<file path="config.mk">
export PLATFORM = sky130hd
export DESIGN_NAME = pma_pll_reset_ctrl
export DESIGN_NICKNAME = d
export VERILOG_FILES = /design/src/rtl/pma_pll_reset_ctrl_pkg.sv /design/src/rtl/pma_pll_reset_ctrl_sync.sv /design/src/rtl/pma_pll_reset_ctrl.sv
export SDC_FILE = /design/constraint.sdc
export NUM_CORES = 1
export LEC_CHECK = 0
export BUFFER_PORTS_ARGS = -buffer_cell sky130_fd_sc_hd__clkbuf_2
export CORE_ASPECT_RATIO = 0.8
export CORE_MARGIN = 8
export CORE_UTILIZATION = 40
export DETAILED_ROUTE_END_ITERATION = 7
export PLACE_DENSITY = 0.59
export SETUP_SLACK_MARGIN = 0.02
export SYNTH_ARGS = -nofsm -noshare
export SYNTH_HDL_FRONTEND = slang
export SYNTH_SLANG_ARGS = --single-unit
</file>
<file path="constraint.sdc">
create_clock -name clk -period 1.9 [get_ports clk]
set_input_delay 0.095 -clock clk [delete_from_list [all_inputs] [get_ports clk]]
set_output_delay 0.095 -clock clk [all_outputs]
set_load 0.02 [all_outputs]
</file>
<file path="src/rtl/pma_pll_reset_ctrl_pkg.sv">
// Shared definitions for the PMA transmit PLL reset/lock sequencer:
// state encoding plus small constant helpers.
package pma_pll_reset_ctrl_pkg;

    typedef enum logic [1:0] {
        ST_RESET     = 2'd0,
        ST_WAIT_LOCK = 2'd1,
        ST_STABLE    = 2'd2,
        ST_READY     = 2'd3
    } pll_state_t;

    localparam int RETRY_W = 8;

    function automatic int max3(input int a, input int b, input int c);
        int m;
        m = (a > b) ? a : b;
        return (m > c) ? m : c;
    endfunction

    // Retry counter stops at all-ones instead of wrapping.
    function automatic logic [RETRY_W-1:0] sat_inc(input logic [RETRY_W-1:0] v);
        return (v == {RETRY_W{1'b1}}) ? v : v + 1'b1;
    endfunction

endpackage

</file>
<file path="src/rtl/pma_pll_reset_ctrl_sync.sv">
// Two-flop synchronizer for asynchronous PMA status inputs; resets to 0.
module sync_2ff #(
    parameter int WIDTH = 1
) (
    input  logic             clk,
    input  logic             reset_n,
    input  logic [WIDTH-1:0] i_d,
    output logic [WIDTH-1:0] o_q
);

    logic [WIDTH-1:0] r_meta;
    logic [WIDTH-1:0] r_sync;

    // NOTE: sequential state uses non-blocking assignments so both stages
    // sample their inputs from before the edge, forming a real two-stage chain.
    always_ff @(posedge clk or negedge reset_n) begin
        if (!reset_n) begin
            r_meta <= '0;
            r_sync <= '0;
        end else begin
            r_meta <= i_d;
            r_sync <= r_meta;
        end
    end

    assign o_q = r_sync;

endmodule

</file>
<file path="src/rtl/pma_pll_reset_ctrl.sv">
// Reset and lock sequencer for the SFP PMA transmit PLL: holds the PLL in
// reset, waits for lock, qualifies it, and retries on timeout or lock loss.
module pma_pll_reset_ctrl
    import pma_pll_reset_ctrl_pkg::*;
#(
    parameter int RST_CYCLES    = 16,
    parameter int LOCK_TIMEOUT  = 100000,
    parameter int STABLE_CYCLES = 1024
) (
    input  logic               clk,
    input  logic               reset_n,
    input  logic               pll_locked,
    output logic               pll_reset,
    output logic               ready,
    output logic               lock_lost,
    output logic [RETRY_W-1:0] retry_count,
    output logic [1:0]         state
);

    localparam int CNT_MAX = max3(RST_CYCLES, LOCK_TIMEOUT, STABLE_CYCLES);
    localparam int CNT_W   = $clog2(CNT_MAX + 1);

    localparam logic [CNT_W-1:0] RST_LAST     = CNT_W'(RST_CYCLES - 1);
    localparam logic [CNT_W-1:0] TIMEOUT_LAST = CNT_W'(LOCK_TIMEOUT - 1);
    localparam logic [CNT_W-1:0] STABLE_LAST  = CNT_W'(STABLE_CYCLES - 1);

    logic w_locked_s;

    pll_state_t         r_state;
    logic [CNT_W-1:0]   r_cnt;
    logic               r_pll_reset;
    logic               r_ready;
    logic               r_lock_lost;
    logic [RETRY_W-1:0] r_retry;

    sync_2ff #(.WIDTH(1)) u_lock_sync (
        .clk     (clk),
        .reset_n (reset_n),
        .i_d     (pll_locked),
        .o_q     (w_locked_s)
    );

    // Outputs are assigned together with every state change, so they are
    // registered yet never lag the state register by a cycle.
    always_ff @(posedge clk or negedge reset_n) begin
        if (!reset_n) begin
            r_state     <= ST_RESET;
            r_cnt       <= '0;
            r_pll_reset <= 1'b1;
            r_ready     <= 1'b0;
            r_lock_lost <= 1'b0;
            r_retry     <= '0;
        end else begin
            r_lock_lost <= 1'b0;
            case (r_state)
                ST_RESET: begin
                    if (r_cnt == RST_LAST) begin
                        r_state     <= ST_WAIT_LOCK;
                        r_cnt       <= '0;
                        r_pll_reset <= 1'b0;
                    end else begin
                        r_cnt <= r_cnt + 1'b1;
                    end
                end
                ST_WAIT_LOCK: begin
                    if (w_locked_s) begin
                        r_state <= ST_STABLE;
                        r_cnt   <= '0;
                    end else if (r_cnt == TIMEOUT_LAST) begin
                        r_state     <= ST_RESET;
                        r_cnt       <= '0;
                        r_pll_reset <= 1'b1;
                        r_retry     <= sat_inc(r_retry);
                    end else begin
                        r_cnt <= r_cnt + 1'b1;
                    end
                end
                ST_STABLE: begin
                    if (!w_locked_s) begin
                        r_state <= ST_WAIT_LOCK;
                        r_cnt   <= '0;
                    end else if (r_cnt == STABLE_LAST) begin
                        r_state <= ST_READY;
                        r_cnt   <= '0;
                        r_ready <= 1'b1;
                    end else begin
                        r_cnt <= r_cnt + 1'b1;
                    end
                end
                ST_READY: begin
                    if (!w_locked_s) begin
                        r_state     <= ST_RESET;
                        r_cnt       <= '0;
                        r_pll_reset <= 1'b1;
                        r_ready     <= 1'b0;
                        r_lock_lost <= 1'b1;
                        r_retry     <= sat_inc(r_retry);
                    end
                end
                default: begin
                    r_state     <= ST_RESET;
                    r_cnt       <= '0;
                    r_pll_reset <= 1'b1;
                    r_ready     <= 1'b0;
                end
            endcase
        end
    end

    assign pll_reset   = r_pll_reset;
    assign ready       = r_ready;
    assign lock_lost   = r_lock_lost;
    assign retry_count = r_retry;
    assign state       = r_state;

endmodule
</file>
==> Word level (Yosys, flattened, before mapping) <==
Cells that the tools add are included.
{ "totals": {"regBits": 32, "output_inout_bits": 13, "wordCells": 63} }
{ "classes": {"n_addsub": 2, "n_eq_ne": 15, "mux": 30, "n_reduce_logical": 8} }
{ "op_table": {"columns": ["op", "n"], "rows": [
  ["$mux W17", 6],
  ["$pmux W17 S4", 1],
  ["$mux W8", 4],
  ["$add A17 B1 Y17 const B", 1],
  ["$eq A17 B10 Y1 const B", 1],
  ["$eq A17 B17 Y1 const B", 1],
  ["$eq A17 B4 Y1 const B", 1],
  ["$pmux W8 S2", 1],
  ["$mux W2", 6],
  ["$reduce_and A4 Y1", 3],
  ["$ne A2 B2 Y1 const B", 5],
  ["$mux W1", 9],
  ["$add A8 B1 Y8 const B", 1],
  ["$eq A8 B8 Y1 const B", 1],
  ["$pmux W2 S4", 1],
  ["$reduce_and A5 Y1", 1],
  ["$eq A2 B2 Y1 const B", 2],
  ["$reduce_bool A2 Y1", 2],
  ["$ne A3 B2 Y1 const B", 1],
  ["$ne A3 B3 Y1 const B", 1],
  ["$pmux W1 S3", 1],
  ["$reduce_bool A3 Y1", 1],
  ["$eq A2 B1 Y1 const B", 1],
  ["$logic_not A2 Y1", 1],
  ["other kinds (2)", 2]
]} }

==> Depth between registers and ports, before layout <==
Gate-level depths: netlist of the first run.
{ "logic_depth": {"ltp_word": 5, "depth_mapped": 7, "depth_no_buf": 6} }

==> Hierarchy <==
From an unflattened synthesis of the first run, not the netlist that was laid out.
{ "hier_totals": {"cells_unflattened": 163, "area_unflattened_um2": 1672.9} }
{ "modules_own_cells": {"columns": ["module", "n_inst", "cells_each", "area_each_um2"], "rows": [
  ["pma_pll_reset_ctrl", 1, 161, 1622.8],
  ["sync_2ff", 1, 2, 50.0]
]} }

==> Least setup slack after synthesis of the first run <==
OpenSTA, ideal clock, no wires.
{ "synth_timing": {"path_type": "register to register", "from": "register r_cnt[12]", "to": "register r_cnt[12]", "setup_time_ns": 0.138, "t_arrival_ns": 1.838, "required_ns": 1.762, "slack_ns": -0.076, "stages_incl_launch_ff": 7, "n_path_buf": 1, "synth_period_minus_slack_ns": 1.976, "path_cell_list": "dfrtp_1 or4_4 nor4_4 a311oi_2 nor3_4 buf_6 a21oi_1"} }
{ "synth_between": {"elab_chain_len": 4} }
{ "synth_lines": {"columns": ["item", "line_no", "source"], "rows": [
  ["from (decl)", "pma_pll_reset_ctrl.sv:30", "logic [CNT_W-1:0] r_cnt;"],
  ["from (signal assigned)", "pma_pll_reset_ctrl.sv:62", "r_cnt <= r_cnt + 1'b1;"],
  ["from (signal assigned)", "pma_pll_reset_ctrl.sv:75", "r_cnt <= r_cnt + 1'b1;"],
  ["from (signal assigned)", "pma_pll_reset_ctrl.sv:87", "r_cnt <= r_cnt + 1'b1;"],
  ["$add A17 B1 Y17 (tied with other cells)", "pma_pll_reset_ctrl.sv:62, pma_pll_reset_ctrl.sv:75, pma_pll_reset_ctrl.sv:87", null],
  ["$mux W17 (on tied branches)", "pma_pll_reset_ctrl.sv:82, pma_pll_reset_ctrl.sv:69", null],
  ["$mux W17 (on tied branches)", "pma_pll_reset_ctrl.sv:79, pma_pll_reset_ctrl.sv:66", null],
  ["$pmux W17 S4 (*)", "pma_pll_reset_ctrl.sv:55", "case (r_state)"]
]} }
Every way passes the cells marked *; elsewhere a longest branch is shown, timed or not.
A chain may end at the register's enable or synchronous reset.

==> Worst setup path in the final report of the first run <==
{ "layout_timing": {"from": "register r_cnt[11]", "to": "register r_cnt[2]"} }
{ "layout_between": {"elab_chain_len": 4} }
{ "layout_lines": {"columns": ["item", "line_no"], "rows": [
  ["$eq A17 B10 Y1 / $eq A17 B17 Y1 (equally long branches)", "pma_pll_reset_ctrl.sv:82, pma_pll_reset_ctrl.sv:69"],
  ["$mux W17 (on tied branches)", "pma_pll_reset_ctrl.sv:82, pma_pll_reset_ctrl.sv:69"],
  ["$mux W17 (on tied branches)", "pma_pll_reset_ctrl.sv:79, pma_pll_reset_ctrl.sv:66"],
  ["$pmux W17 S4 (*)", "pma_pll_reset_ctrl.sv:55"]
]} }
Marked as above.

==> run summary, run 1 <==
Finish-stage setup viols = 22
die extent in y = 73.10 µm
failing checks = negative setup slack
Placed Cells = 245
clock tree buffer depth = 2
worst hold start = u_lock_sync.r_meta
synth top area cells = dfrtp_1 (48%), xnor2_1 (5.4%), xor2_1 (4.8%)
Pwr per Cell Area = 1032 mW/mm²
crit path launch = r_cnt[11]
worst hold path class = reg2reg
CP peak stage delay = 0.58 ns
Worst setup EP type = flip-flop
DR vias/cell = 5.243
# port buffers = 15
data arrival time of the critical path = 2.16 ns
dpl hpwl = 2790 µm
antenna cells = 0
Hold Vio Cnt, Final = 0
most common cell in the netlist = dfrtp_1
Crit Path Max Fanout = 8
cell leakage power = 0.0009368 µW
Routed WL per cell = 14.64 µm
number of synthesized flops with an enable pin = 0
Post-Syn Instances = 159
Slew Limit Fails = 0
H-tree lvl count = 2
global-route wire length before repair = 6092 µm
RSZ-0062 raised after global routing = true
vias = 1337
maxcap violations = 0
GPL Wtd Cong = 0.8746
Final #Nets = 204
part of the cycle the worst path needs = 105.2%
Commonest cells post-synth = dfrtp_1 (31), nand2_1 (16), a21oi_1 (11)
post-CTS setup buffers = 0
status = finished with violations
Die ar. = 0.006387 mm²
largest net degree at the start of global routing = 33
fillers = 374
Initial DRT Pass Iterations = 5
area grow syn2layout = 27.09%
cell chain of the critical path = or4_4, nor4_4, a211oi_1, nor3_4, buf_4, a21boi_0
Synth async-reset ratio = 100.0%
share of cells above drive strength 1 = 31.50%
Fin Clk Skew = 0.008526 ns
syn nets = 164
synthesized flop and latch total = 32
Fmax achieved = 500.1 MHz
reg-to-reg startpoint = r_cnt[11]
Avg Inst Size Synth = 10.25 µm²
clk_lat worst skew = 0.29 ns
Synth top area share = 47.58%
post-synth top area cell = dfrtp_1
Post-synth top flop = dfrtp_1
antenna violations before repair = 0
grt ovf = 0
Non-Filler Instances = 255
CP max-delay cell = or4_4
Clock Pin Slew Worst Setup and Hold Paths = 0.07 ns
number of global-route vias before repair = 1242
CTS sink cnt = 32
final worst-path setup slack = -0.09956 ns
DP Worst Slack = -0.07224 ns
CTS tree = built
Worst VDD drop = 0.6624 mV
Synth warnings = 0
die width = 87.38 µm
number of CTS-inserted buffers = 5
number of I/O pins = 16
1st-iter DRT viols = 85
Rows = 20
core area = 0.003854 mm²
final critical-path required period = 2.000 ns
final core occ = 53.77%
relative slew slack = 47.57%
mapped cell area = 0.001630 mm²
Yosys cell types = 41
Final ANT Viol Nets = 0
Routed WL = 3734 µm
Clk Tree Root Cell = clkbuf_8
Starting Density = 42.31%
Seq/Total Area, Yosys = 49.19%
total track usage = 12.33%
Startpoint Class = flip-flop
Overall Power = 2138 µW
WS Path Type = reg2reg
Slew @ Worst Pin = 0.7865 ns
CP Data Required Time = 2.06 ns
DRC viols = 0
==> what timing repair did <==
action,in CTS,in global routing
hold buffers,2,0
resized for setup,3,5
pin swaps,5,4
endpoints found under the setup margin,23,27
cloned,0,0
endpoints found under the hold margin,32,0
==> cells by family (layout without fill, tap and decap cells) <==
| kind of cell | after synthesis | count (layout) | share of synthesized area, % |
|---|---|---|---|
| compound gates | 31 | 31 | 12.82 |
| xor+xnor | 19 | 19 | 10.21 |
| fa+ha+maj | 2 | 2 | 1.535 |
| buf+inv | 11 | 52 | 3.069 |
| flops | 32 | 32 | 49.19 |
| mux | 3 | 3 | 1.919 |
| simple gates | 61 | 61 | 21.26 |
==> worst paths after layout <==
path                              endpoint  slack [ns]  cells after the start
min                        u_lock_sync.o_q        0.35                      0
min reg2reg                u_lock_sync.o_q        0.35                      0
max reg2reg                       r_cnt[2]        -0.1                      6
max                               r_cnt[2]        -0.1                      6
max in group asynchronous         r_cnt[6]        0.98                      2
min in group asynchronous   retry_count[5]        0.42                      2
==> registers in the layout, summed over array words and instances, names as in the netlist <==
signal / flops
retry_count: 8
lock_lost: 1
ready: 1
r_cnt: 17
u_lock_sync.r_meta: 1
pll_reset: 1
state: 2
u_lock_sync.o_q: 1
==> power by group <==
part	internal (µW)	switching [µW]
clock network	257	244
logic	315	418
registers	781	122
==> routing by layer <==
layer	up-vias	share of wire (%)	track usage (%)
li1	648	-	-
met1	660	50	16.96
met2	25	43	17.37
met3	4	6.0	3.825
met4	0	0.96	4.563
met5	-	0	0
==> layout make-up <==
cell class | count | area [µm²] | area share, %
Inverter | 4 | 15.01 | 0.7246
Sequential cell | 32 | 802.0 | 38.71
Tap cell | 55 | 68.82 | 3.321
Clock inverter | 1 | 5.005 | 0.2415
Multi-Input combinational cell | 116 | 833.3 | 40.22
Clock buffer | 7 | 76.32 | 3.684
Timing Repair Buffer | 40 | 271.5 | 13.10
==> cells in the final DEF, fill, tap and decap left out, drive strengths merged, types with 2 or more instances in the layout <==
cell / Yosys / layout
a211oi: 3 / 3
a21oi: 12 / 12
a31oi: 2 / 2
and2: 2 / 2
and3: 6 / 6
buf: 2 / 23
clkbuf: 5 / 22
dfrtp: 31 / 31
dlygate4sd3: 0 / 2
ha: 2 / 2
inv: 4 / 4
mux2i: 2 / 2
nand2: 16 / 16
nand2b: 2 / 2
nand3: 5 / 5
nand4: 7 / 7
nor2: 10 / 10
nor3: 3 / 3
nor4: 5 / 5
o21a: 3 / 3
o21ai: 3 / 3
o32ai: 2 / 2
xnor2: 10 / 10
xor2: 9 / 9
==> per-stage QoR <==
| stage | cell area (µm²) | setup TNS (ns) | hold WS (ns) |
|---|---|---|---|
| global route | 2072 | -3.780 | 0.3734 |
| CTS | 2056 | -1.497 | 0.3505 |
| detailed placement | 1937 | -1.051 | 0.2091 |
| floorplan | 1662 | -0.3580 | -0.2006 |
| finish | 2072 | -1.598 | 0.3496 |
| global placement | 1937 | -0.3829 | 0.2001 |
==> critical path: cells and delay by family (launching register included) <==
| family | cells | cell delay, ns |
|---|---|---|
| and+or+nand+nor | 3 | 1.03 |
| DFF | 1 | 0.38 |
| AOI/OAI and AO/OA | 2 | 0.28 |
| buffers and inverters | 1 | 0.18 |
Power figures use the tool's default switching activity.
==> inputs of run 2 (changes only) <==
--- a/config.mk
+++ b/config.mk
@@ -5,12 +5,12 @@
 export SDC_FILE = /design/constraint.sdc
 export NUM_CORES = 1
 export LEC_CHECK = 0
-export BUFFER_PORTS_ARGS = -buffer_cell sky130_fd_sc_hd__clkbuf_2
 export CORE_ASPECT_RATIO = 0.8
 export CORE_MARGIN = 8
 export CORE_UTILIZATION = 40
 export DETAILED_ROUTE_END_ITERATION = 7
-export PLACE_DENSITY = 0.59
+export DONT_BUFFER_PORTS = 1
+export PLACE_DENSITY = 0.55
 export SETUP_SLACK_MARGIN = 0.02
 export SYNTH_ARGS = -nofsm -noshare
 export SYNTH_HDL_FRONTEND = slang
==> run 2 against run 1 <==
Critical path depth decreased by 1. Non-clock buffer count decreased by 11. Combinational power decreased by 1%. Final area decreased by 0.24%. Flip-flop and latch count unchanged. The flow still finishes with violations (negative setup slack). Routed wire length decreased by 0.72%. Highest routed layer unchanged. Largest power group unchanged. Clock skew decreased by 0.0044 ns. Sequential share of layout area increased by 0.094 points. Fmax increased by 2.8%. Die area unchanged.
==> run summary, run 2 (synthesis gave the netlist of run 1 again) <==
Fin Clk Skew = 0.004140 ns
Clock Pin Slew Worst Setup and Hold Paths = 0.06 ns
clock network fraction of total power = 24.9%
Starting Density = 42.31%
Finish-stage setup viols = 22
total track usage = 13.04%
relative slew slack = 72.78%
met3 wire length = 232 µm
P_int = 1396 µW
CP max-delay cell = or4_4
Die ar. = 0.006387 mm²
Startpoint Class = flip-flop
reg2reg setup slack = -0.04 ns
number of I/O pins = 16
area grow syn2layout = 26.78%
CTS sink cnt = 32
DP Worst Slack = -0.07545 ns
1st-iter DRT viols = 71
# port buffers = 0
Fmax achieved = 514.3 MHz
Routed WL per cell = 15.19 µm
fillers = 351
DR vias/cell = 5.344
Final Hold Slack = 0.2775 ns
DRC viols = 0
Worst VDD drop = 0.6043 mV
Design Area, Final = 0.002067 mm²
H-tree lvl count = 2
largest net degree at the start of global routing = 33
Top delay family on crit path = simple AND/OR/NAND/NOR gates
vias = 1304
commonest cells after routing, fill and taps aside = dfrtp_1 (31), buf_4 (24), nand2_1 (16)
setup tns final = -0.6445 ns
combinational power share = 33.6%
part of the cycle the worst path needs = 102.3%
share of cells above drive strength 1 = 26.98%
final core occ = 53.64%
number of global-route vias before repair = 1305
grt ovf = 0
GPL Wtd Cong = 0.8194
data arrival time of the critical path = 2.11 ns
Initial DRT Pass Iterations = 4
Net Sw Power = 763.6 µW
RSZ-0062 raised after global routing = true
cell leakage power = 0.0008980 µW
Worst setup EP type = flip-flop
Hold Vio Cnt, Final = 0
Routed WL = 3707 µm
failing checks = negative setup slack
Final ANT Viol Nets = 0
WL met1 = 1771 µm
dpl hpwl = 2560 µm
Sw Share = 35.37%
antenna cells = 0
flip-flop count of the largest register after layout = 17
WP buf/inv = 0
placed cell area = 0.001897 mm²
CP peak stage delay = 0.58 ns
Max Used Layer = met4
Biggest register = r_cnt
routed wl met2 = 1642 µm
WS Path Type = reg2reg
core area = 0.003854 mm²
Slew @ Worst Pin = 0.4026 ns
Rows = 20
final worst-path setup slack = -0.04450 ns
Flop pwr share = 41.5%
number of CTS-inserted buffers = 5
cell chain of the critical path = or4_4, nor4_4, a311oi_2, o32ai_1, nand2_1
worst hold path class = in2async
maxcap violations = 0
final critical-path required period = 1.944 ns
global-route wire length before repair = 6403 µm
die extent in y = 73.10 µm
Clk Tree Root Cell = clkbuf_8
commonest non-fill, non-tap cell in the layout = dfrtp_1
clk_lat worst skew = 0.28 ns
Slew Limit Fails = 0
CTS tree = built
Final #Nets = 193
CP Data Required Time = 2.06 ns
Crit Path Max Fanout = 3
clock tree buffer depth = 2
die width = 87.38 µm
status = finished with violations
Pwr per Cell Area = 1045 mW/mm²
antenna violations before repair = 0
run 2: changes by cell type in the layout (fill, tap and decap cells not counted), sizes merged:
cell / change
buf: +4
clkbuf: -14
clkinv: -1
run 2: final cells by class:
cell class	count	area [µm²]	area share, %
sequential	32	802.0	38.80
inverter	4	15.01	0.7264
clock buffer	8	90.09	4.358
tap	55	68.82	3.329
multi-input combinational	116	839.6	40.62
timing repair buffer	29	251.5	12.17
run 2: timing repair:
action / in CTS / in global routing
hold buffers: 3 / 0
buffers inserted: 0 / 0
pin swaps: 10 / 4
endpoints found under the hold margin: 33 / 0
gates resized for setup: 7 / 3
endpoints found under the setup margin: 22 / 27
run 2: worst register-to-register path, delay by kind of cell (launching register included):
family	cells	cell delay, ns
compound gates	2	0.56
flops	1	0.38
simple gates	3	0.90
run 2: final timing paths:
check / end / cells after the start / start
setup / recovery: r_cnt[8] / 5 / r_cnt[11]
hold / removal: retry_count[3] / 2 / reset_n
setup reg to reg: r_cnt[8] / 5 / r_cnt[11]
hold reg to reg: u_lock_sync.o_q / 0 / u_lock_sync.r_meta
max in group asynchronous: pll_reset / 2 / reset_n
min in group clk: u_lock_sync.o_q / 0 / u_lock_sync.r_meta
run 2: metrics by stage:
stage	cells	total power, µW
final	244	2159
after global routing	244	2280
after CTS	244	2176
after detailed placement	233	1577
after global placement	233	1545
after floorplan	159	1320
run 2: power groups by stage:
stage                     Combinational (µW)  Clock [µW]  Sequential (µW)
after floorplan                          373           0              947
after CTS                                729         550              896
final                                    725         538              896
after global placement                   646           0              900
after detailed placement                 670           0              907
after global routing                     786         581              913
run 2: per-layer routing:
layer,up-vias,GRT usage [%]
met5,-,0
met1,628,17.04
met2,38,18.71
li1,631,-
met4,0,5.894
met3,7,4.499
==> inputs of run 3 (changes only) <==
--- a/config.mk
+++ b/config.mk
@@ -5,6 +5,7 @@
 export SDC_FILE = /design/constraint.sdc
 export NUM_CORES = 1
 export LEC_CHECK = 0
+export ABC_AREA = 1
 export CORE_ASPECT_RATIO = 0.8
 export CORE_MARGIN = 8
 export CORE_UTILIZATION = 40
==> run 3 against run 2 <==
The run now ends clean. Global-route usage down 1.4 points. Die area up 13%. Non-clock buffer count is 17 lower. Via count up 15%. Critical path type unchanged. Combinational power increased by 31%. Critical path depth grew 2. Sequential share of layout area shrank 1.2 points. Highest routed layer unchanged. Flip-flop and latch count is the same. Core utilization down 7.0 points. Final cell count up 30%. Final area is 3.1% higher.
==> run summary, run 3 <==
largest net degree at the start of global routing = 33
cell leakage power = 0.001022 µW
total track usage = 11.65%
H-tree lvl count = 2
WS Path Type = reg2reg
Final ANT Viol Nets = 0
number of CTS-inserted buffers = 5
DRC viols = 0
FF-to-FF End = retry_count[2]
Crit Path Max Fanout = 9
WP buf/inv = 0
Synth top area share = 41.03%
Biggest register = r_cnt
WL met1 = 2166 µm
flip-flop count of the largest register after layout = 17
Max Used Layer = met4
Clock Pin Slew Worst Setup and Hold Paths = 0.07 ns
CP peak stage delay = 0.44 ns
mapped cell area = 0.001891 mm²
# port buffers = 0
relative slew slack = 62.28%
Overall Power = 2469 µW
number of synthesized flops with an enable pin = 0
met3 wire length = 153 µm
syn nets = 246
commonest cells after routing, fill and taps aside = nand2_1 (68), dfrtp_1 (31), nor2_1 (27)
Net Sw Power = 1016 µW
Post-Syn Instances = 241
fillers = 461
most common cell in the netlist = nand2_1
post-synth top area cell = dfrtp_1
Slew Limit Fails = 0
combinational power share = 38.5%
Fin Clk Skew = 0.004220 ns
CP Data Required Time = 2.07 ns
part of the cycle the worst path needs = 89.72%
Multi-input gate area = 948.4 µm²
CTS sink cnt = 32
final critical-path required period = 1.705 ns
Final #Nets = 262
number of global-route vias before repair = 1340
Top delay family on crit path = simple AND/OR/NAND/NOR gates
Seq/Total Area, Yosys = 42.42%
reg2reg setup slack = 0.20 ns
dpl hpwl = 2859 µm
Starting Density = 41.37%
vias = 1498
maxcap violations = 0
Finish-stage setup viols = 0
most frequent CP cell = nand2_1
Post-synth top flop = dfrtp_1
antenna violations before repair = 0
CTS tree = built
P_int = 1453 µW
global-route wire length before repair = 6630 µm
worst hold path class = in2async
Rows = 22
share of cells above drive strength 1 = 18.99%
Sw Share = 41.15%
Startpoint Class = flip-flop
data arrival time of the critical path = 1.87 ns
Avg Inst Size Synth = 7.845 µm²
Worst setup EP type = flip-flop
RSZ-0062 raised after global routing = false
synthesized flop and latch total = 32
CP max-delay cell = a31oi_2
Fmax achieved = 586.6 MHz
Pwr per Cell Area = 1159 mW/mm²
die extent in y = 77.49 µm
routed wl met2 = 1570 µm
die width = 92.87 µm
Routed WL per cell = 12.42 µm
clk_lat worst skew = 0.28 ns
Initial DRT Pass Iterations = 4
1st-iter DRT viols = 79
Slew @ Worst Pin = 0.5641 ns
synth top area cells = dfrtp_1 (41%), nand2_1 (14%), nand3_1 (6.1%)
Hold Vio Cnt, Final = 0
Yosys cell types = 27
Routed WL = 3948 µm
commonest non-fill, non-tap cell in the layout = nand2_1
number of I/O pins = 16
Worst VDD drop = 0.5594 mV
Clk Tree Root Cell = clkbuf_8
clock tree buffer depth = 2
setup tns final = 0 ns
Synth warnings = 0
Die ar. = 0.007196 mm²
reg-to-reg startpoint = retry_count[0]
status = finished, final reports clean
antenna cells = 0
final core occ = 46.63%
sequential cell area = 802.0 µm²
DR vias/cell = 4.711
Synth async-reset ratio = 100.0%
Reg2Reg Depth = 7
area grow syn2layout = 12.71%
Commonest cells post-synth = nand2_1 (68), dfrtp_1 (31), nor2_1 (27)
GPL Wtd Cong = 0.7925
post-CTS resize count = 0
core area = 0.004569 mm²
clock network fraction of total power = 22.1%
cell chain of the critical path = ha_1, nand3_1, nor2_1, a31oi_2, nand2_4, nand2_1, nand2_1
grt ovf = 0
Flop pwr share = 39.4%
[run 3: cell count changes after synthesis, sizes merged, moves of 6 or more]
cell	before	now
nand2	16	74
nor2	10	43
inv	4	28
nand3	5	25
a21oi	12	2
and3	6	0
[run 3: metrics by stage]
step	hold slack, ns	area, µm²	worst slack, ns	std cells
floorplan	-0.2006	1891	0.3224	241
global placement	-0.1995	1986	0.2204	305
detailed placement	-0.1995	1986	0.1835	305
CTS	0.2802	2116	0.1692	316
global route	0.3008	2131	0.04001	318
finish	0.2650	2131	0.1953	318
[run 3: worst max-delay path by stage]
stage                        start             end  slack, ns  depth (start not counted)
global route        retry_count[0]  retry_count[6]       0.04                          7
global placement    retry_count[0]  retry_count[2]       0.22                          7
finish              retry_count[0]  retry_count[2]       0.20                          7
CTS                       r_cnt[0]  retry_count[1]       0.17                          8
floorplan           retry_count[0]  retry_count[6]       0.32                          7
detailed placement        r_cnt[0]  retry_count[1]       0.18                          8
[run 3: power groups by stage]
stage | Combinational, µW | Clock [µW] | Sequential [µW]
2_1_floorplan | 642 | 0 | 1050
3_3_place_gp | 902 | 0 | 985
3_5_place_dp | 907 | 0 | 988
4_1_cts | 933 | 560 | 975
5_1_grt | 1070 | 590 | 995
6_report | 950 | 546 | 973
[run 3: metal layers]
| metal | vias up | track usage (%) |
|---|---|---|
| met1 | 692 | 17.29 |
| met5 | - | 0 |
| li1 | 781 | - |
| met2 | 19 | 14.38 |
| met4 | 0 | 5.778 |
| met3 | 6 | 3.654 |
[run 3: layout make-up]
| cell class | instances | area share, % |
|---|---|---|
| clock buffer | 8 | 4.228 |
| inverter | 28 | 5.050 |
| multi-input combinational | 178 | 44.51 |
| sequential | 32 | 37.64 |
| tap | 60 | 3.523 |
| timing repair buffer | 12 | 5.050 |
[run 3: logic make-up (layout without fill, tap and decap cells)]
kind of cell	after synthesis	after routing	synth area share, %
AOI/OAI and AO/OA	4	4	2.052
xor gates and xnor gates	17	17	7.875
adders and majority gates	2	2	1.323
buffers and inverters	31	48	7.413
DFF	32	32	42.42
and+or+nand+nor	155	155	38.91
[run 3: repair_timing]
item | 4_1_cts | 5_1_grt
setup buffers | 0 | 2
hold buffers | 3 | 0
endpoints found under the hold margin | 33 | 0
setup endpoints to repair | 0 | 5
